--- src/rtl/pipe_pkg.sv ---
`default_nettype none
// ============================================================================
// pipe_pkg : shared scoreboard entry type and forwarding-select codes
// Revision : 1.0
// ============================================================================
package pipe_pkg;

    // Widest register number an entry can hold; narrower numbers are zero-extended.
    localparam int SB_DST_W = 8;

    typedef struct packed {
        logic                valid;
        logic                reg_write;
        logic [SB_DST_W-1:0] dst;
        logic                is_load;
    } sb_entry_t;

    localparam int FWD_GPR = 0;
    localparam int FWD_EXE = 1;
    localparam int FWD_MEM = 2;
    localparam int FWD_WB  = 3;

endpackage
`default_nettype wire

--- src/rtl/hazard_ctrl_if.sv ---
`default_nettype none
// ============================================================================
// hazard_ctrl_if : ID-stage request / pipeline-control bundle for hazard_ctrl
// Revision : 1.0
// ============================================================================
interface hazard_ctrl_if #(
    parameter int DEPTH      = 3,
    parameter int REG_ADDR_W = 5,
    parameter int CNT_W      = 32
);
    localparam int SEL_W = $clog2(DEPTH + 1);

    logic                  id_valid;
    logic [REG_ADDR_W-1:0] id_rs;
    logic [REG_ADDR_W-1:0] id_rt;
    logic                  id_uses_rs;
    logic                  id_uses_rt;
    logic                  id_reg_write;
    logic [REG_ADDR_W-1:0] id_num_write;
    logic                  id_is_load;
    logic                  exe_branch_taken;
    logic                  ext_stall;

    logic                  pc_en;
    logic                  if_id_en;
    logic                  if_id_flush;
    logic                  id_exe_flush;
    logic [SEL_W-1:0]      fwd_a_sel;
    logic [SEL_W-1:0]      fwd_b_sel;
    logic [CNT_W-1:0]      stall_cycles;
    logic [CNT_W-1:0]      flush_count;
    logic [CNT_W-1:0]      retired;

    modport master (
        output id_valid, id_rs, id_rt, id_uses_rs, id_uses_rt, id_reg_write,
               id_num_write, id_is_load, exe_branch_taken, ext_stall,
        input  pc_en, if_id_en, if_id_flush, id_exe_flush, fwd_a_sel, fwd_b_sel,
               stall_cycles, flush_count, retired
    );

    modport slave (
        input  id_valid, id_rs, id_rt, id_uses_rs, id_uses_rt, id_reg_write,
               id_num_write, id_is_load, exe_branch_taken, ext_stall,
        output pc_en, if_id_en, if_id_flush, id_exe_flush, fwd_a_sel, fwd_b_sel,
               stall_cycles, flush_count, retired
    );

endinterface
`default_nettype wire

--- src/rtl/sb_shift.sv ---
`default_nettype none
// ============================================================================
// sb_shift : DEPTH-entry in-flight write scoreboard (hold / bubble / async clear)
// Revision : 1.0
// ============================================================================
module sb_shift
    import pipe_pkg::*;
#(
    parameter int DEPTH = 3
) (
    input  wire logic      clk,
    input  wire logic      rst,
    input  wire logic      hold,
    input  wire logic      bubble,
    input  wire sb_entry_t ins,
    output sb_entry_t      entries [DEPTH]
);

    sb_entry_t r_sb [DEPTH];

    always_ff @(posedge clk or posedge rst) begin
        if (rst) begin
            for (int k = 0; k < DEPTH; k++) begin
                r_sb[k] <= '0;
            end
        end else if (!hold) begin
            r_sb[0] <= bubble ? '0 : ins;
            for (int k = 1; k < DEPTH; k++) begin
                r_sb[k] <= r_sb[k-1];
            end
        end
    end

    assign entries = r_sb;

endmodule
`default_nettype wire

--- src/rtl/hazard_ctrl.sv ---
`default_nettype none
// ============================================================================
// hazard_ctrl : forwarding selects, load-use stall, branch squash, perf counters
// Revision : 1.0
// ============================================================================
module hazard_ctrl
    import pipe_pkg::*;
#(
    parameter int DEPTH      = 3,
    parameter int REG_ADDR_W = 5,
    parameter int CNT_W      = 32
) (
    input  wire logic     clock,
    input  wire logic     reset,
    hazard_ctrl_if.slave  bus
);

    localparam int SEL_W = $clog2(DEPTH + 1);

    sb_entry_t        w_sb [DEPTH];
    sb_entry_t        w_ins;
    logic             w_load_use;
    logic             w_branch;
    logic             w_bubble;
    logic [SEL_W-1:0] w_fwd_a;
    logic [SEL_W-1:0] w_fwd_b;
    logic [CNT_W-1:0] r_stall_cnt;
    logic [CNT_W-1:0] r_flush_cnt;
    logic [CNT_W-1:0] r_retired;

    function automatic logic hit(input sb_entry_t e, input logic [REG_ADDR_W-1:0] r);
        return e.valid && e.reg_write && (e.dst == SB_DST_W'(r)) && (r != '0);
    endfunction

    always_comb begin
        w_ins           = '0;
        w_ins.valid     = bus.id_valid;
        w_ins.reg_write = bus.id_reg_write;
        w_ins.dst       = SB_DST_W'(bus.id_num_write);
        w_ins.is_load   = bus.id_is_load;
    end

    assign w_load_use = bus.id_valid && w_sb[0].valid && w_sb[0].is_load &&
                        ((bus.id_uses_rs && hit(w_sb[0], bus.id_rs)) ||
                         (bus.id_uses_rt && hit(w_sb[0], bus.id_rt)));
    assign w_branch   = bus.exe_branch_taken && !bus.ext_stall;
    assign w_bubble   = w_branch || w_load_use || !bus.id_valid;

    // Scan from the oldest entry down so the youngest match wins; a load still
    // in EXE has no data yet and is left to the stall path.
    always_comb begin
        w_fwd_a = SEL_W'(FWD_GPR);
        w_fwd_b = SEL_W'(FWD_GPR);
        for (int k = DEPTH - 1; k >= 0; k--) begin
            if (k != 0 || !w_sb[0].is_load) begin
                if (bus.id_uses_rs && hit(w_sb[k], bus.id_rs)) w_fwd_a = SEL_W'(k + 1);
                if (bus.id_uses_rt && hit(w_sb[k], bus.id_rt)) w_fwd_b = SEL_W'(k + 1);
            end
        end
    end

    always_comb begin
        bus.pc_en        = 1'b1;
        bus.if_id_en     = 1'b1;
        bus.if_id_flush  = 1'b0;
        bus.id_exe_flush = 1'b0;
        if (bus.ext_stall) begin
            bus.pc_en    = 1'b0;
            bus.if_id_en = 1'b0;
        end else if (w_branch) begin
            bus.if_id_flush  = 1'b1;
            bus.id_exe_flush = 1'b1;
        end else if (w_load_use) begin
            bus.pc_en        = 1'b0;
            bus.if_id_en     = 1'b0;
            bus.id_exe_flush = 1'b1;
        end
    end

    sb_shift #(
        .DEPTH (DEPTH)
    ) u_sb (
        .clk     (clock),
        .rst     (reset),
        .hold    (bus.ext_stall),
        .bubble  (w_bubble),
        .ins     (w_ins),
        .entries (w_sb)
    );

    always_ff @(posedge clock or posedge reset) begin
        if (reset) begin
            r_stall_cnt <= '0;
            r_flush_cnt <= '0;
            r_retired   <= '0;
        end else if (!bus.ext_stall) begin
            if (w_load_use && !w_branch) r_stall_cnt <= r_stall_cnt + CNT_W'(1);
            if (w_branch)                r_flush_cnt <= r_flush_cnt + CNT_W'(1);
            if (w_sb[DEPTH-1].valid)     r_retired   <= r_retired + CNT_W'(1);
        end
    end

    assign bus.fwd_a_sel    = w_fwd_a;
    assign bus.fwd_b_sel    = w_fwd_b;
    assign bus.stall_cycles = r_stall_cnt;
    assign bus.flush_count  = r_flush_cnt;
    assign bus.retired      = r_retired;

endmodule
`default_nettype wire
--- src/flat_wrapper.sv ---
// flat-port wrapper written by rule: the top's interface ports become plain ports
module hazard_ctrl_flat import pipe_pkg::*;
#(
    parameter int DEPTH      = 3,
    parameter int REG_ADDR_W = 5,
    parameter int CNT_W      = 32
)
  (clock, reset, bus_id_valid, bus_id_rs, bus_id_rt, bus_id_uses_rs, bus_id_uses_rt, bus_id_reg_write, bus_id_num_write, bus_id_is_load, bus_exe_branch_taken, bus_ext_stall, bus_pc_en, bus_if_id_en, bus_if_id_flush, bus_id_exe_flush, bus_fwd_a_sel, bus_fwd_b_sel, bus_stall_cycles, bus_flush_count, bus_retired);
  hazard_ctrl_if #(.DEPTH(DEPTH), .REG_ADDR_W(REG_ADDR_W), .CNT_W(CNT_W)) bus_i ();
  input  wire logic clock;
  input  wire logic reset;
  input wire logic [$bits(bus_i.id_valid)-1:0] bus_id_valid;
  input wire logic [$bits(bus_i.id_rs)-1:0] bus_id_rs;
  input wire logic [$bits(bus_i.id_rt)-1:0] bus_id_rt;
  input wire logic [$bits(bus_i.id_uses_rs)-1:0] bus_id_uses_rs;
  input wire logic [$bits(bus_i.id_uses_rt)-1:0] bus_id_uses_rt;
  input wire logic [$bits(bus_i.id_reg_write)-1:0] bus_id_reg_write;
  input wire logic [$bits(bus_i.id_num_write)-1:0] bus_id_num_write;
  input wire logic [$bits(bus_i.id_is_load)-1:0] bus_id_is_load;
  input wire logic [$bits(bus_i.exe_branch_taken)-1:0] bus_exe_branch_taken;
  input wire logic [$bits(bus_i.ext_stall)-1:0] bus_ext_stall;
  output wire logic [$bits(bus_i.pc_en)-1:0] bus_pc_en;
  output wire logic [$bits(bus_i.if_id_en)-1:0] bus_if_id_en;
  output wire logic [$bits(bus_i.if_id_flush)-1:0] bus_if_id_flush;
  output wire logic [$bits(bus_i.id_exe_flush)-1:0] bus_id_exe_flush;
  output wire logic [$bits(bus_i.fwd_a_sel)-1:0] bus_fwd_a_sel;
  output wire logic [$bits(bus_i.fwd_b_sel)-1:0] bus_fwd_b_sel;
  output wire logic [$bits(bus_i.stall_cycles)-1:0] bus_stall_cycles;
  output wire logic [$bits(bus_i.flush_count)-1:0] bus_flush_count;
  output wire logic [$bits(bus_i.retired)-1:0] bus_retired;
  assign bus_i.id_valid = bus_id_valid;
  assign bus_i.id_rs = bus_id_rs;
  assign bus_i.id_rt = bus_id_rt;
  assign bus_i.id_uses_rs = bus_id_uses_rs;
  assign bus_i.id_uses_rt = bus_id_uses_rt;
  assign bus_i.id_reg_write = bus_id_reg_write;
  assign bus_i.id_num_write = bus_id_num_write;
  assign bus_i.id_is_load = bus_id_is_load;
  assign bus_i.exe_branch_taken = bus_exe_branch_taken;
  assign bus_i.ext_stall = bus_ext_stall;
  assign bus_pc_en = bus_i.pc_en;
  assign bus_if_id_en = bus_i.if_id_en;
  assign bus_if_id_flush = bus_i.if_id_flush;
  assign bus_id_exe_flush = bus_i.id_exe_flush;
  assign bus_fwd_a_sel = bus_i.fwd_a_sel;
  assign bus_fwd_b_sel = bus_i.fwd_b_sel;
  assign bus_stall_cycles = bus_i.stall_cycles;
  assign bus_flush_count = bus_i.flush_count;
  assign bus_retired = bus_i.retired;
  hazard_ctrl #(.DEPTH(DEPTH), .REG_ADDR_W(REG_ADDR_W), .CNT_W(CNT_W)) u_core (.clock(clock), .reset(reset), .bus(bus_i));
endmodule
--- config.mk ---
export PLATFORM = sky130hd
export DESIGN_NAME = hazard_ctrl_flat
export DESIGN_NICKNAME = d
export VERILOG_FILES = /design/src/rtl/pipe_pkg.sv /design/src/rtl/hazard_ctrl_if.sv /design/src/rtl/sb_shift.sv /design/src/rtl/hazard_ctrl.sv /design/src/flat_wrapper.sv
export SDC_FILE = /design/constraint.sdc
export NUM_CORES = 1
export LEC_CHECK = 0
export ABC_CLOCK_PERIOD_IN_PS = 7300
export CAP_MARGIN = 0
export CORE_MARGIN = 3
export CORE_UTILIZATION = 30
export DETAILED_ROUTE_END_ITERATION = 8
export PLACE_DENSITY = 0.49
export SLEW_MARGIN = 20
export SYNTH_ARGS = -nofsm -noshare
export SYNTH_HDL_FRONTEND = slang
export SYNTH_SLANG_ARGS = --single-unit
export TNS_END_PERCENT = 20
--- constraint.sdc ---
create_clock -name clock -period 7.3 [get_ports clock]
set_input_delay 1.46 -clock clock [delete_from_list [all_inputs] [get_ports clock]]
set_output_delay 1.46 -clock clock [all_outputs]
set_load 0.02 [all_outputs]
---- After elaboration in Yosys (flattened, before gate mapping) ----
Index checks and enable logic that the tools add are counted.
storage, ports and cells
  bits in registers ....................... 127
  input bits .............................. 24
  output and inout port bits .............. 104
cells by class
  $add $sub $neg .......................... 3
  eq/ne operators ......................... 6
  muxes and demuxes ....................... 17
  bitwise logic cells ..................... 1
  reductions and logical operators ........ 37
operators with widths
  operator               number
  $add 32x1->32 const B  3
  $eq 8x5->1             6
  $logic_and 1x1->1      26
  $mux 2                 8
  $mux 11                1
  $reduce_bool 5->1      2
  $mux 1                 8
  $reduce_and 2->1       3
  $logic_not 1->1        3
  $logic_or 1x1->1       3
  $not 1->1              1

---- Logic depth before layout (Yosys ltp) ----
Gate-level depths: netlist (run 1).
  word-level depth ........................ 9
  gate-level depth with buffers ........... 8
  gate-level depth less buffers ........... 6

---- By module ----
Synthesis (run 1) repeated with hierarchy kept, for this count alone.
unflattened totals
  cell total of the unflattened synthesis .. 523
  area total of the unflattened synthesis .. 6,070.8 um^2
by module, submodules not included
  module       instances  cells an instance  area each (um^2)  sequential area each (um^2)
  hazard_ctrl  1          449                4,769.6           2,402.3
  sb_shift     1          74                 1,301.2           825.8

---- Worst setup path after synthesis (run 1) ----
No wires, ideal clock.
  path type ............................... in2out
  start ................................... in bus_id_rs[1]
  end ..................................... out bus_pc_en
  arrival time ............................ 3.145 ns
  setup slack ............................. 2.695 ns
  stages .................................. 8
  path through ............................ or4_1 o211ai_1 o22a_1 buf_6 buf_6 nor4b_1 nor2_1 buf_4
on the way
  word-level cells in the longest chain between the ends .. 9
RTL lines
  item                    line                text
  from (decl)             flat_wrapper.sv:13  input wire logic [$bits(bus_i.id_rs)-1:0] bus_id_rs;
  $eq 8x5->1              hazard_ctrl.sv:32   return e.valid && e.reg_write && (e.dst == SB_DST_W'(r)) && (r != '0);
  $logic_and 1x1->1       hazard_ctrl.sv:32
  $logic_and 1x1->1 *     hazard_ctrl.sv:32
  $logic_and 1x1->1 *     hazard_ctrl.sv:44   ((bus.id_uses_rs && hit(w_sb[0], bus.id_rs)) ||
  $logic_or 1x1->1 *      hazard_ctrl.sv:44
  $logic_and 1x1->1 *     hazard_ctrl.sv:43   assign w_load_use = bus.id_valid && w_sb[0].valid && w_sb[0].is_load &&
  $mux 1 * (3 in series)  n/a
  to (decl)               flat_wrapper.sv:22  output wire logic [$bits(bus_i.pc_en)-1:0] bus_pc_en;
Every way passes the cells marked *; elsewhere a longest branch is shown, timed or not.

---- Final worst setup path (run 1) ----
  start ................................... in bus_id_rs[2]
  end ..................................... out bus_id_exe_flush
on the way
  word-level cells in the longest chain between the ends .. 9
RTL lines
  item                 line                text
  $eq 8x5->1           hazard_ctrl.sv:32
  $logic_and 1x1->1    hazard_ctrl.sv:32
  $logic_and 1x1->1 *  hazard_ctrl.sv:32
  $logic_and 1x1->1 *  hazard_ctrl.sv:44
  $logic_or 1x1->1 *   hazard_ctrl.sv:44
  $logic_and 1x1->1 *  hazard_ctrl.sv:43
  $mux 1 *             hazard_ctrl.sv:73   end else if (w_load_use) begin
  $mux 1 *             hazard_ctrl.sv:70   end else if (w_branch) begin
  $mux 1 *             hazard_ctrl.sv:67   if (bus.ext_stall) begin
  to (decl)            flat_wrapper.sv:25  output wire logic [$bits(bus_i.id_exe_flush)-1:0] bus_id_exe_flush;
Marks and branches as above.

==> results of run 1 <==
-- flip-flops by register name (all words and copies together) (netlist names) --
name / count
u_core.bus.flush_count: 32
u_core.bus.retired: 32
u_core.bus.stall_cycles: 32
u_core.u_sb.entries: 22
-- stage by stage --
stage / cells / hold WS [ns] / utilization / setup WS, ns / power [mW]
after detailed placement: 890 / 0.461 / 0.389 / 1.60 / 0.963
after CTS: 922 / 0.469 / 0.423 / 1.60 / 1.88
after global placement: 890 / 0.457 / 0.389 / 1.64 / 0.959
final: 922 / 0.462 / 0.423 / 1.59 / 1.85
after floorplan: 513 / 0.479 / - / 2.69 / 0.855
after global routing: 922 / 0.491 / 0.423 / 1.43 / 1.93
-- power by group --
part	leakage [nW]	total [mW]	internal, mW	switching [mW]
registers	1.61	0.737	0.691	0.0463
clock network	0.301	0.901	0.585	0.316
logic	1.47	0.210	0.105	0.105
-- per-layer routing --
metal,GRT usage,up-vias,share of wire
li1,-,2115,-
met1,0.192,2180,0.47
met2,0.222,101,0.46
met3,0.0358,13,0.049
met4,0.0486,0,0.012
met5,0,-,0
-- cell families after synthesis --
group	synth area share
and+or+nand+nor	0.224
xor gates and xnor gates	0.186
DFF	0.510
buffers and inverters	0.0190
muxes	0.0337
AOI/OAI and AO/OA	0.0201
adders and majority gates	0.00649
-- area by class of cell --
type                    instances  area [um^2]  share of cell area
flip-flops and latches        118         2950               0.371
multi-input cells             376         2720               0.342
repair buffers                131         1300               0.163
clock buffers                  19          443              0.0556
well taps                     260          325              0.0409
clock inverters                13          195              0.0245
inverters                       5         21.3             0.00267
-- final timing paths --
path / startpoint / slack [ns] / depth (start not counted) / end
min in group asynchronous: reset / 1.48 / 2 / u_core.bus.retired[26]
worst min register to register: u_core.bus.flush_count[31] / 0.46 / 1 / u_core.bus.flush_count[31]
max in group asynchronous: reset / 4.47 / 3 / u_core.bus.stall_cycles[2]
worst max-delay path: bus_id_rs[2] / 1.59 / 8 / bus_id_exe_flush
worst min-delay path: u_core.bus.flush_count[31] / 0.46 / 1 / u_core.bus.flush_count[31]
worst max register to register: u_core.u_sb.entries[32] / 5.08 / 4 / u_core.bus.stall_cycles[1]
-- Yosys cell counts (all sizes together), types with 3 or more instances --
library cell,instances,area [um^2]
ha,3,37.5
nor2b,4,25.0
and3,11,68.8
buf,11,80.1
a22o,7,61.3
xor2,47,412
nor4,24,215
nand4,44,282
nand2b,5,31.3
dfrtp,118,2950
and4,9,78.8
nor3,12,60.1
nand3,32,160
and2,7,43.8
nand2,36,135
xnor2,76,666
clkbuf,3,11.3
inv,5,18.8
nor2,18,67.6
mux2,17,195
or4,5,37.5
-- critical path, stage by stage --
cell,delay [ns]
clkdlybuf4s50_1,0.53
or4_1,0.57
o211ai_1,0.19
o22a_1,0.17
buf_4,0.37
nor3_1,0.17
or2_1,0.24
clkdlybuf4s50_1,0.53
==> results.md, run 1 <==
* Required time worst endpoint at 5.84 ns
* Nets at 676
* Pin count of the biggest net entering global routing at 70
* Post-synthesis register bit count at 118
* Unique cell type count in the Yosys netlist at 41
* Area enclosed by the die boundary at 0.0210 mm^2
* Remaining Overflow, GRT at 0
* Number of hold violations in the final report at 0
* CP max FO at 34
* Capturing element type of the critical path: output pin
* Sum of routed wire length over all layers at 14,500 um
* Clock buffers created by TritonCTS at 17
* Total power per unit cell area at 232 mW/mm^2
* CTS hold repair buffers at 0
* Count of final max-slew check failures at 0
* Max Cap Violations at 0
* Leading cell types in the layout, fill and taps excluded: clkdlybuf4s50_1, dfrtp_1, xnor2_1
* Synthesized net count at 540
* Core Footprint at 0.0188 mm^2
* Warnings, synthesis at 0
* Count of instances resized after the clock tree is built at 0
* Number of buffers inserted to repair setup after CTS at 0
* First-pass GRT wire length at 23,600 um
* Most frequently used flop master after synthesis: dfrtp_1
* Fraction of layout instances using a drive strength above 1 at 0.0967
* Max clock buf depth at 2
* Vertical die dimension at 145 um
* Initial drt markers at 197
* Number of antenna violations at the first check in global routing at 0
* Most common library cell in the layout ignoring fill and taps: clkdlybuf4s50_1
* Post-route setup TNS at 0 ns
* Routed Antenna Nets at 0
* Asr flop ratio synth at 1.00
* Worst slew margin relative to its limit at 0.396
* Number of buffers added on ports at 127
* Worst clock skew at 0.0110 ns
* Number of optimization iterations in the first detailed-route pass at 4
* Worst slew pin tran at 0.906 ns
* Clock transition at the register clock pins on the worst setup and hold paths after CTS at 0.06 ns
* CTS tree: yes
* Outcome: finished, final reports clean
* Number of clock sinks seen by CTS at 118
* Maximum clock rate at 0.175 GHz
* EDFF count, synth at 0
* Post-DP HPWL at 10,400 um
* Launching element type of the critical path: input port
* Clock latency on the worst-skew pair at 0.42 ns
* Placer Congestion at 0.828
* Class of the most critical hold timing path: reg -> reg
* Final instance area at 0.00796 mm^2
* Io pins at 128
* Fin crit period at 5.71 ns
* Row cnt at 50
* Starting Density at 0.307
* Area added between synthesis and finish at 37.6%
* DP Area at 0.00732 mm^2
* Gate Count Post-Synth at 513
* Number of global-route vias before repair at 4,452
* Portion of the post-synthesis area used by sequential elements at 0.510
* Mean cell area of the mapped netlist at 11.3 um^2
* CP arrival at 4.25 ns
* Number of inserted diodes at 0
* Final setup violating endpoints at 0
* Routed len/inst at 15.7 um
* Type of the worst setup path: in -> out
* Synth Cell Area at 0.00578 mm^2
* Period utilization at 0.782
* H-tree lvl count at 4
* Total via count after detailed routing at 4,409
* Fillers at 1,785
* Overall die width at 145 um
* Per-cell via count in the routed design at 4.78
* Setup repair after global routing missed its margin: no
* Worst VDD drop at 0.151 mV
* DR DRC count at 0
* Total routing resource utilization after global routing at 0.142
* Leak pwr at 3.38 nW
* Root buffer selected by CTS: clkbuf_16
Power figures use the tool's default switching activity.
==> run 2: changes to the inputs <==
--- a/config.mk
+++ b/config.mk
@@ -5,7 +5,7 @@
 export SDC_FILE = /design/constraint.sdc
 export NUM_CORES = 1
 export LEC_CHECK = 0
-export ABC_CLOCK_PERIOD_IN_PS = 7300
+export ABC_CLOCK_PERIOD_IN_PS = 5550
 export CAP_MARGIN = 0
 export CORE_MARGIN = 3
 export CORE_UTILIZATION = 30
==> constraint.sdc (replaced) <==
create_clock -name clock -period 5.55 [get_ports clock]
set_input_delay 1.11 -clock clock [delete_from_list [all_inputs] [get_ports clock]]
set_output_delay 1.11 -clock clock [all_outputs]
set_load 0.02 [all_outputs]
==> results.md, run 2 (same netlist as run 1, synthesis figures left out) <==
* CTS tree: yes
* Pin count of the biggest net entering global routing at 50
* Number of global-route vias before repair at 4,512
* Core Footprint at 0.0188 mm^2
* Post-DP HPWL at 10,600 um
* Number of hold violations in the final report at 0
* Worst clock skew at 0.00712 ns
* Reg-to-reg slack, setup at 3.32 ns
* Sum of routed wire length over all layers at 14,600 um
* Area added between synthesis and finish at 37.2%
* Fillers at 1,833
* CP arrival at 3.57 ns
* Share of the core filled with cells at 0.422
* Root buffer selected by CTS: clkbuf_16
* Setup repair after global routing missed its margin: no
* Routed Antenna Nets at 0
* Worst slew margin relative to its limit at 0.446
* Per-cell via count in the routed design at 4.82
* Fin crit period at 4.68 ns
* Outcome: finished, final reports clean
* Start point of the worst hold path: u_core.bus.flush_count[31]
* Initial drt markers at 163
* Total via count after detailed routing at 4,450
* Placer Congestion at 0.870
* Worst slew pin tran at 0.828 ns
* Class of the most critical hold timing path: reg -> reg
* Number of inserted diodes at 0
* Leak pwr at 3.37 nW
* Row cnt at 50
* Clock latency on the worst-skew pair at 0.41 ns
* Period utilization at 0.843
* Fraction of layout instances using a drive strength above 1 at 0.0965
* Clock transition at the register clock pins on the worst setup and hold paths after CTS at 0.06 ns
* WL met2 at 6640 um
* Met3 wire length at 755 um
* Routed len/inst at 15.8 um
* Number of optimization iterations in the first detailed-route pass at 4
* Delay of the slowest cell on the worst path at 0.60 ns
* Count of final max-slew check failures at 0
* Number of buffers inserted to repair setup after CTS at 0
* Most common library cell in the layout ignoring fill and taps: clkdlybuf4s50_1
* Worst-path cell chain: clkdlybuf4s50_1 -> or4_1 -> o211ai_1 -> o22a_1 -> nor3_1 -> or2_1 -> clkdlybuf4s50_1
* Clock buffers created by TritonCTS at 17
* Total routing resource utilization after global routing at 0.144
* M1 WL at 6980 um
* CP max FO at 4
* Maximum clock rate at 0.214 GHz
* Highest routed metal layer: met4
* Post-route setup TNS at 0 ns
* Starting Density at 0.307
* Vertical die dimension at 145 um
* Overall die width at 145 um
* Leading cell types in the layout, fill and taps excluded: clkdlybuf4s50_1, dfrtp_1, xnor2_1
* Type of the worst setup path: in -> out
* Number of antenna violations at the first check in global routing at 0
* Io pins at 128
* CTS hold repair buffers at 0
* Final setup violating endpoints at 0
* Number of clock sinks seen by CTS at 118
* Remaining Overflow, GRT at 0
* Area enclosed by the die boundary at 0.0210 mm^2
* H-tree lvl count at 4
* Max Cap Violations at 0
* Max clock buf depth at 2
* Total power per unit cell area at 300 mW/mm^2
* CP dominant cell by count: clkdlybuf4s50_1
* Capturing element type of the critical path: output pin
* Nets at 677
* Worst r2r src: u_core.u_sb.entries[32]
* Number of buffers added on ports at 127
* Count of instances resized after the clock tree is built at 0
* DR DRC count at 0
* Master of the slowest instance on the critical path: or4_1
* Required time worst endpoint at 4.44 ns
* First-pass GRT wire length at 23,900 um
* Launching element type of the critical path: input port
* Worst VDD drop at 0.194 mV
* Timing startpoint of the critical path: bus_id_rs[1]
[run 2: changes by cell type in the layout (fill, tap and decap cells not counted), sizes merged]
| cell | previous run | this run |
|---|---|---|
| buf | 4 | 5 |
| bufinv | 4 | 3 |
| clkbuf | 19 | 21 |
| clkinv | 3 | 4 |
| inv | 8 | 6 |
[run 2: path summary, 6_finish.rpt]
| check | to | cells past startpoint |
|---|---|---|
| worst max-delay path | bus_id_exe_flush | 7 |
| worst min-delay path | u_core.bus.flush_count[31] | 1 |
| worst max register to register | u_core.bus.stall_cycles[27] | 4 |
| worst min register to register | u_core.bus.flush_count[31] | 1 |
| max in group asynchronous | u_core.bus.retired[23] | 3 |
| min in group asynchronous | u_core.bus.retired[28] | 2 |
[run 2: power breakdown]
group          switching (mW)  leakage [nW]  internal, mW  total (mW)
Clock                   0.407         0.290         0.731        1.14
Combinational           0.138          1.47         0.139       0.276
Sequential             0.0617          1.61         0.908       0.970
[run 2: metal layers]
layer	global-route usage	vias to the layer above
li1	-	2127
met1	0.196	2200
met2	0.223	108
met3	0.0368	15
met4	0.0491	0
met5	0	-
[run 2: area by class of cell]
class / count / area, um^2 / area share
clock inverters: 11 / 149 / 0.0188
repair buffers: 132 / 1310 / 0.165
inverters: 5 / 21.3 / 0.00268
multi-input cells: 376 / 2720 / 0.343
clock buffers: 21 / 460 / 0.0580
flip-flops and latches: 118 / 2950 / 0.372
well taps: 260 / 325 / 0.0410
[run 2: per-stage QoR]
| stage | setup WS, ns | hold WS [ns] | std cells | instance area [um^2] | power [mW] |
|---|---|---|---|---|---|
| 3_3_place_gp | 0.887 | 0.455 | 891 | 7330 | 1.26 |
| 6_report | 0.869 | 0.460 | 923 | 7940 | 2.38 |
| 4_1_cts | 0.849 | 0.469 | 923 | 7940 | 2.42 |
| 3_5_place_dp | 0.862 | 0.459 | 891 | 7330 | 1.27 |
| 2_1_floorplan | 1.31 | 0.479 | 513 | 5780 | 1.12 |
| 5_1_grt | 0.695 | 0.498 | 923 | 7940 | 2.48 |
[run 2: worst max-delay path: cells and delay by family]
family          cells  cell delay, ns
compound gates      2            0.44
buf+inv             2            1.06
simple gates        3            0.94
